### config.mk
export PLATFORM = sky130hd
export DESIGN_NAME = jk_sync_counter
export DESIGN_NICKNAME = d
export VERILOG_FILES = /design/src/rtl/jk_pkg.sv /design/src/rtl/jk_cell.sv /design/src/rtl/jk_sync_counter.sv
export SDC_FILE = /design/constraint.sdc
export NUM_CORES = 1
export LEC_CHECK = 0
export BUFFER_PORTS_ARGS = -buffer_cell sky130_fd_sc_hd__buf_4
export CAP_MARGIN = 5
export CORE_MARGIN = 3
export CORE_UTILIZATION = 48
export DETAILED_ROUTE_END_ITERATION = 8
export GPL_ROUTABILITY_DRIVEN = 0
export PLACE_DENSITY = 0.76
export SYNTH_ARGS = -nofsm -noshare
export SYNTH_HDL_FRONTEND = slang
export SYNTH_SLANG_ARGS = --single-unit
### constraint.sdc
create_clock -name clk -period 3 [get_ports clk]
set_input_delay 0.9 -clock clk [delete_from_list [all_inputs] [get_ports clk]]
set_output_delay 0.9 -clock clk [all_outputs]
set_load 0.01 [all_outputs]
### src/rtl/jk_pkg.sv
// Shared JK flip-flop encodings and default counter width.
package jk_pkg;

  localparam int DEFAULT_WIDTH = 4;

  // JK input pair encodings, written as {j, k}
  localparam logic [1:0] JK_HOLD = 2'b00;
  localparam logic [1:0] JK_CLR  = 2'b01;
  localparam logic [1:0] JK_SET  = 2'b10;
  localparam logic [1:0] JK_TGL  = 2'b11;

endpackage

### src/rtl/jk_cell.sv
// Single JK flip-flop with synchronous active-low reset.
// The true and complement outputs are held in two separate flops.
module jk_cell
  import jk_pkg::*;
(
  input  logic clk,
  input  logic reset,
  input  logic j,
  input  logic k,
  output logic q,
  output logic qbar
);

  // JK state update: hold, clear, set or toggle. Reset overrides all of these.
  always_ff @(posedge clk) begin
    if (!reset) begin
      q    <= 1'b0;
      qbar <= 1'b1;
    end else begin
      case ({j, k})
        JK_HOLD: begin
          q    <= q;
          qbar <= qbar;
        end
        JK_CLR: begin
          q    <= 1'b0;
          qbar <= 1'b1;
        end
        JK_SET: begin
          q    <= 1'b1;
          qbar <= 1'b0;
        end
        default: begin
          q    <= ~q;
          qbar <= ~qbar;
        end
      endcase
    end
  end

endmodule

### src/rtl/jk_sync_counter.sv
// Modulo up/down synchronous counter built from JK cells.
// The wanted next count is computed first. Each bit's J/K excitation is then
// derived from it, so a bit only sets or clears when it must change.
module jk_sync_counter
  import jk_pkg::*;
#(
  parameter int WIDTH = DEFAULT_WIDTH
) (
  input  logic             clk,
  input  logic             reset,
  input  logic             en,
  input  logic             up,
  input  logic             load,
  input  logic [WIDTH-1:0] din,
  input  logic [WIDTH-1:0] mod_val,
  output logic [WIDTH-1:0] q,
  output logic [WIDTH-1:0] qbar,
  output logic [WIDTH-1:0] j_vec,
  output logic [WIDTH-1:0] k_vec,
  output logic             tc
);

  logic [WIDTH-1:0] n;

  // Target next state: load beats enable; wrap at 0 and at mod_val.
  always_comb begin
    n = q;
    if (load) begin
      n = din;
    end else if (en) begin
      if (up) begin
        n = (q >= mod_val) ? '0 : q + WIDTH'(1);
      end else begin
        n = (q == '0) ? mod_val : q - WIDTH'(1);
      end
    end
  end

  // Excitation: set only the bits that must rise, clear only the bits that must fall.
  // Both vectors are forced to zero while reset is asserted.
  always_comb begin
    j_vec = '0;
    k_vec = '0;
    if (reset) begin
      j_vec = ~q & n;
      k_vec = q & ~n;
    end
  end

  // Terminal-count flag for the current direction.
  always_comb begin
    tc = en & ~load & ((up & (q == mod_val)) | (~up & (q == '0)));
  end

  for (genvar gi = 0; gi < WIDTH; gi++) begin : g_cell
    jk_cell u_cell (
      .clk  (clk),
      .reset(reset),
      .j    (j_vec[gi]),
      .k    (k_vec[gi]),
      .q    (q[gi]),
      .qbar (qbar[gi])
    );
  end

endmodule

-- Word level (Yosys, flattened, before mapping)
Cells that the tools add are included.
- register bits after elaboration: 8
- bits in latches: 0
- RAM bits: 0
- bits in read-only memories: 0
- output and inout port bits: 17
- word-level logic and storage cells: 59
- memories kept: 0
- add/sub/neg operators: 2
- multiply operators: 0
- divide/modulo/power cells: 0
- $lt $le $gt $ge: 1
- eq/ne operators: 9
- shift-type cells: 0
- multiplexer cells: 15
- bitwise logic cells: 19
- reductions and logical operators: 5
- operators by type and width (kind ; number):
    $mux W4 ; 7
    $pmux W1 S3 ; 8
    $not A1 Y1 ; 10
    $and A4 B4 Y4 ; 2
    $eq A2 B1 Y1 const B ; 4
    $eq A2 B2 Y1 const B ; 4
    $logic_not A2 Y1 ; 4
    $not A4 Y4 ; 2
    $add A4 B1 Y4 const B ; 1
    $and A1 B1 Y1 ; 4
    $eq A4 B4 Y1 ; 1
    $ge A4 B4 Y1 ; 1
    $logic_not A4 Y1 ; 1
    $sub A4 B1 Y4 const B ; 1
    $or A1 B1 Y1 ; 1

-- Logic depth before layout (Yosys ltp)
Gate-level depths: netlist (run 1).
- word-level depth: 10
- mapped depth: 12
- gate-level depth less buffers: 11

-- By module
From an unflattened synthesis (run 1), not the netlist that was laid out.
- cell total of the unflattened synthesis: 136
- area, all modules: 1106.1 µm²
- by module, submodules not included (module ; times used ; cells an instance ; area each (µm²)):
    jk_cell ; 4 ; 16 ; 141.4
    jk_sync_counter ; 1 ; 72 ; 540.5

-- Worst setup path before layout (run 1)
Ideal clock, no wire load.
- kind: input port to output port
- start: input mod_val[2]
- end: output j_vec[3]
- arrival: 2.213 ns
- slack: -0.113 ns
- stages: 7
- buffers on the path: 1
- path through: inv_1 > ha_1 > and3_1 > o21ai_2 > nand4_1 > a311oi_1 > buf_4
- word-level cells in the longest chain between the ends: 7
- ends and longest elaborated chain (element ; RTL line ; RTL):
    start: declaration ; jk_sync_counter.sv:15 ; input logic [WIDTH-1:0] mod_val,
    $ge A4 B4 Y1 ; jk_sync_counter.sv:32 ; n = (q >= mod_val) ? '0 : q + WIDTH'(1);
    $mux W4 ; jk_sync_counter.sv:32 ;
    $mux W4 ; jk_sync_counter.sv:31 ; if (up) begin
    $mux W4 ; jk_sync_counter.sv:30 ; end else if (en) begin
    $mux W4 ; jk_sync_counter.sv:28 ; if (load) begin
    $and A4 B4 Y4 ; jk_sync_counter.sv:45 ; j_vec = ~q & n;
    $mux W4 ; jk_sync_counter.sv:44 ; if (reset) begin
    end: declaration ; jk_sync_counter.sv:18 ; output logic [WIDTH-1:0] j_vec,
Every way passes these cells.

-- Worst setup path after layout (run 1)
- start: input mod_val[0]
- end: output j_vec[2]
The elaborated chain is that of the path after synthesis.

==> impl_metrics.yaml, run 1 <==
status:
  outcome: "finished with violations"
  violations: "negative setup slack"
logic_synthesis:
  synth-main-ff-cell: "dfxtp_1"
  avgSynthCellArea_um2: 7.65
  synth_edf_count: 0
  syn_area_um2: 1230
  async_flop_share_pct: 0
  synth_seq_cells: 8
  synth_cell_type_count: 47
  ys_seq_area_share_pct: 13.0
  synth.net_count: 192
  postSynthCellCount: 161
  yosys_warnings: 0
worst_setup_path:
  path_delay_family: "compound AO/OA/AOI/OAI gates"
  crit_slowest_cell: "a311oi_2"
  cp_max_fo: 5
  crit_type: "input port to output pin"
  startpoint: "mod_val[0]"
  crit_chain: "buf_8 > ha_4 > and3_4 > o21ai_4 > nand4_1 > a311oi_2 > buf_4"
  slowest_delay_ns: 0.33
  crit_arrival_ns: 2.30
  cp-start-kind: "input port"
  critPathRequiredTime_ns: 2.10
  crit_path_end_kind: "output pin"
  r2r-start: "g_cell[1].u_cell.q"
  path_buf_inv: 2
timing:
  max_freq_mhz: 313
  fin_ws_ns: -0.196
  setup_viol: 7
  drv_slew: 0
  tightest_slew_ns: 0.409
  hold_violations: 0
  slew_headroom_pct: 72.7
  fin_crit_ns: 3.20
  fin_crit_sh_pct: 107
  holdWs_ns: 0.517
  worst_clock_skew_ns: 0.00333
  rsz0062_at_grt: "true"
placed_design:
  portBuffers: 29
  place_inst: 211
  dpl-instance-area_um2: 1540
  dp_hpwl_mm: 2.46
floorplan:
  start_util_pct: 53.2
  chipHeight_um: 56.7
  core_um2: 2320
  num_rows: 17
  dieArea_um2: 3210
  ioPinCount: 30
  die_x_um: 56.7
cells_and_area:
  post-route-util_pct: 73.2
  final_layout_size_suffix_gt1_share_pct: 41.9
  antenna_cells: 0
  nets: 224
  fillers: 167
  area_delta_synth_final_pct: 37.7
  layout.cells.non_filler: 219
  finalInstanceArea_um2: 1700
clocking:
  clk_pin_slew_ns: 0.06
  htreeDepth: 1
  cts_inserted_buffers: 3
  clock_latency_ns: 0.25
  cts_tree: "yes"
  cts_num_sinks: 8
  ctsRootBufferMaster: "clkbuf_4"
  cts_buffer_depth: 2
  ctsHoldBuffers: 0
grt:
  grt_pass1_wl_mm: 5.50
  antenna_found_initial: 0
  grt_start_max_net_pins: 13
  grtUsageMet3_pct: 2.07
  gr-total-overflow: 0
  gr-usage-met2_pct: 40.1
  grt_use_met1_pct: 24.7
  grt_usage_pct: 21.2
  grt_busiest_layer: "met2"
  grt_pass1_vias: 1271
job:
  cap_violations: 0
drt:
  drc_errors: 0
  antenna_left: 0
  drt_iter0_markers: 56
  drt-total-wl_mm: 3.61
  post_drt_wl_per_cell_um: 16.5
  viasPerCell: 6.03
  first_pass_iters: 4
  vias: 1321
power_and_ir_drop:
  peakVddDrop_mv: 0.198
  total_power_mw: 0.551
  powerDensity_nw_per_um2: 325
  leakage_nw: 0.763
worst_hold_path:
  hp-start: "g_cell[0].u_cell.qbar"
  hp-class: "register to register"
area by class of cell:
cell class | instances | area, um2 | area share (%)
Multi-Input combinational cell | 118 | 1010 | 59.8
Timing Repair Buffer | 50 | 409 | 24.1
Sequential cell | 8 | 160 | 9.44
Inverter | 12 | 55.1 | 3.24
Tap cell | 28 | 35.0 | 2.06
Clock buffer | 3 | 22.5 | 1.33
tightest hold or removal path, delay by kind of cell (launching register included):
family,cells,cell delay (ns)
AOI/OAI and AO/OA,1,0.08
DFF,1,0.34
and+or+nand+nor,1,0.06
registers in the layout, indices dropped and copies added, names as in the netlist:
signal              cells
g_cell.u_cell.q         4
g_cell.u_cell.qbar      4
worst paths after layout:
check / endpoint / slack [ns] / cells after the start
max reg2reg: g_cell[1].u_cell.q / 0.45 / 10
min reg2reg: g_cell[0].u_cell.qbar / 0.52 / 2
min: g_cell[0].u_cell.qbar / 0.52 / 2
max: j_vec[2] / -0.20 / 7
cell usage after synthesis, types with 3 or more instances:
library cell	n	area [um2]
o211ai_1	5	37.5
inv_1	10	37.5
clkbuf_1	3	11.3
and3_1	4	25.0
nor2_1	10	37.5
o21ai_0	5	25.0
o21ai_1	3	15.0
a21boi_0	3	22.5
ha_1	18	225
buf_2	4	20.0
a21oi_1	5	25.0
nand2_1	18	67.6
nand3_1	3	15.0
dfxtp_1	8	160
a31oi_1	3	18.8
nor3_1	4	20.0
buf_4	16	120
per-stage QoR:
stage | setup TNS (ns) | worst slack [ns]
final | -1.14 | -0.196
after global placement | -1.12 | -0.221
after global routing | -1.46 | -0.239
after CTS | -0.846 | -0.137
after detailed placement | -1.41 | -0.267
after floorplan | -0.00253 | -0.00253
power breakdown:
| group | internal (mW) | switching, mW | leakage, nW |
|---|---|---|---|
| Combinational | 0.164 | 0.173 | 0.683 |
| Clock | 0.0460 | 0.0389 | 0.0138 |
| Sequential | 0.117 | 0.0117 | 0.0654 |
cells by family (layout without fill, tap and decap cells):
kind of cell | Yosys count | in the layout | synth area share, %
buffers and inverters | 35 | 65 | 15.9
adders and majority gates | 18 | 18 | 18.3
xor gates and xnor gates | 1 | 1 | 0.711
and+or+nand+nor | 53 | 53 | 23.3
DFF | 8 | 8 | 13.0
AOI/OAI and AO/OA | 46 | 46 | 28.7
cell usage in the layout (no fill, tap or decap), types with 2 or more instances in the layout:
cell type,instances
nor3_1,4
and2_1,2
nand3_1,3
a311oi_2,2
a211oi_4,2
ha_1,13
a32oi_1,2
buf_6,5
buf_4,43
nor2_1,10
a311o_1,2
dfxtp_1,8
a31oi_1,3
inv_2,3
nand2_1,18
inv_1,6
o21ai_0,5
o21ai_1,3
and3_4,2
o211ai_1,5
buf_8,2
a21boi_0,3
and3_1,2
clkbuf_4,3
ha_4,5
a21o_1,2
nand4_1,2
a21oi_1,5
a32o_2,2
layer usage:
layer	up-vias	wire [um]
met4	0	40
li1	634	-
met5	-	0
met1	613	1440
met3	6	293
met2	68	1840
repair_timing:
| action | in CTS | in global routing |
|---|---|---|
| resized for setup | 14 | 9 |
| buffers inserted | 4 | 2 |
| setup endpoints to repair | 8 | 8 |
| pin swaps | 11 | 7 |
| endpoints found under the hold margin | 0 | 0 |
(Power assumes the default switching activity.)
==> inputs of run 2 (changes only) <==
--- a/config.mk
+++ b/config.mk
@@ -11,7 +11,9 @@
 export CORE_UTILIZATION = 48
 export DETAILED_ROUTE_END_ITERATION = 8
 export GPL_ROUTABILITY_DRIVEN = 0
+export HOLD_SLACK_MARGIN = 0.15
 export PLACE_DENSITY = 0.76
+export REMOVE_ABC_BUFFERS = 1
 export SYNTH_ARGS = -nofsm -noshare
 export SYNTH_HDL_FRONTEND = slang
 export SYNTH_SLANG_ARGS = --single-unit
==> impl_metrics.yaml, run 2 (synthesis gave the netlist of run 1 again) <==
drt:
  drt_iter0_markers: 67
  first_pass_iters: 4
  vias: 1339
  drt-total-wl_mm: 3.55
  post_drt_wl_per_cell_um: 15.8
  antenna_left: 0
  viasPerCell: 5.95
  drc_errors: 0
cells_and_area:
  layout_commonest_cell: "buf_4"
  layout.cells.non_filler: 225
  multi_input_area_um2: 1000
  fillers: 170
  final_layout_size_suffix_gt1_share_pct: 43.1
  post-route-util_pct: 74.3
  nets: 230
  area_delta_synth_final_pct: 39.7
  antenna_cells: 0
  most-common-layout-cells: "buf_4, nand2_1, ha_1"
  largestRegisters: "g_cell.u_cell.q (4), g_cell.u_cell.qbar (4)"
  regArea_um2: 160
power_and_ir_drop:
  peakVddDrop_mv: 0.270
  leakage_nw: 0.790
  p_comb_share_pct: 61.5
  p_int_mw: 0.334
  swShare_pct: 39.3
  p_seq_share_pct: 23.1
  p_clk_share_pct: 15.4
  powerDensity_nw_per_um2: 320
  switchingPower_mw: 0.217
grt:
  gr-total-overflow: 0
  grt_usage_pct: 21.3
  grt_start_max_net_pins: 14
  grt_pass1_wl_mm: 5.47
  antenna_found_initial: 0
  grt_pass1_vias: 1246
placed_design:
  place_inst: 213
  dp_hpwl_mm: 2.44
  portBuffers: 29
job:
  cap_violations: 0
clocking:
  htreeDepth: 1
  cts_inserted_buffers: 3
  clock_latency_ns: 0.25
  clk_pin_slew_ns: 0.05
  ctsHoldBuffers: 0
  cts_num_sinks: 8
  ctsRootBufferMaster: "clkbuf_4"
  cts_tree: "yes"
  cts_buffer_depth: 2
timing:
  max_freq_mhz: 312
  setup_viol: 7
  hold_violations: 0
  fin_crit_sh_pct: 107
  fin_crit_ns: 3.21
  tightest_slew_ns: 0.450
  slew_headroom_pct: 69.6
  fin_ws_ns: -0.206
  rsz0062_at_grt: "true"
  drv_slew: 0
  worst_clock_skew_ns: 0.00304
worst_setup_path:
  cp-start-kind: "input port"
  rr_endpoint: "g_cell[2].u_cell.qbar"
  r2r_setup_slack_ns: 0.36
  crit_type: "input port to output pin"
  cp_max_fo: 3
  critPathRequiredTime_ns: 2.10
  r2r-start: "g_cell[1].u_cell.q"
  crit_arrival_ns: 2.31
  r2r_cells: 10
  crit_path_end_kind: "output pin"
worst_hold_path:
  hp-start: "g_cell[0].u_cell.qbar"
  holdPathStages: 2
  hp-class: "register to register"
  hold_path_end: "g_cell[0].u_cell.qbar"
status:
  outcome: "finished with violations"
  violations: "negative setup slack"
floorplan:
  core_um2: 2320
  die_x_um: 56.7
  dieArea_um2: 3210
  start_util_pct: 53.2
  num_rows: 17
  ioPinCount: 30
  chipHeight_um: 56.7
-- run 2: power groups by stage --
stage | combinational [mW] | clock, mW | sequential, mW
CTS | 0.307 | 0.0893 | 0.127
detailed placement | 0.264 | 0 | 0.127
floorplan | 0.144 | 0 | 0.143
finish | 0.339 | 0.0847 | 0.127
global route | 0.369 | 0.0956 | 0.128
global placement | 0.254 | 0 | 0.127
-- run 2: layer usage --
metal | wire, um | vias up | track usage, %
met4 | 108 | 0 | 9.15
met3 | 220 | 12 | 2.99
met1 | 1410 | 622 | 25.7
met2 | 1810 | 62 | 37.1
li1 | - | 643 | -
met5 | 0 | - | 0
-- run 2: worst max path at each step --
| stage | startpoint | to | slack, ns | cells past startpoint |
|---|---|---|---|---|
| floorplan | mod_val[2] | j_vec[3] | -0.1 | 6 |
| global placement | mod_val[2] | k_vec[1] | -0.29 | 9 |
| detailed placement | mod_val[2] | k_vec[1] | -0.33 | 9 |
| CTS | mod_val[1] | j_vec[3] | -0.24 | 8 |
| global route | mod_val[1] | j_vec[3] | -0.26 | 8 |
| finish | mod_val[2] | k_vec[2] | -0.21 | 9 |
-- run 2: metrics by stage --
step	setup TNS, ns	hold WS (ns)	total power, mW	worst slack, ns	instance area (um2)
floorplan	-0.189	0.527	0.287	-0.0975	1080
global placement	-1.66	0.482	0.380	-0.293	1470
detailed placement	-2.17	0.500	0.391	-0.329	1470
CTS	-1.14	0.517	0.523	-0.238	1640
global route	-1.61	0.548	0.593	-0.259	1720
finish	-1.19	0.516	0.551	-0.206	1720
-- run 2: repair_timing --
action | CTS | global route
pin swaps | 13 | 10
resized for setup | 24 | 7
buffers inserted | 2 | 7
endpoints found under the setup margin | 8 | 8
-- run 2: area by class of cell --
cell class / count / area share, %
Clock buffer: 3 / 1.31
Inverter: 12 / 2.91
Multi-Input combinational cell: 118 / 58.3
Sequential cell: 8 / 9.30
Tap cell: 28 / 2.03
Timing Repair Buffer: 56 / 26.2
-- run 2: critical path, stage by stage --
cell     delay (ns)
buf_8          0.10
inv_4          0.04
ha_4           0.19
and3_4         0.17
o21ai_4        0.17
buf_4          0.15
nand3_2        0.10
o311a_1        0.33
buf_4          0.15
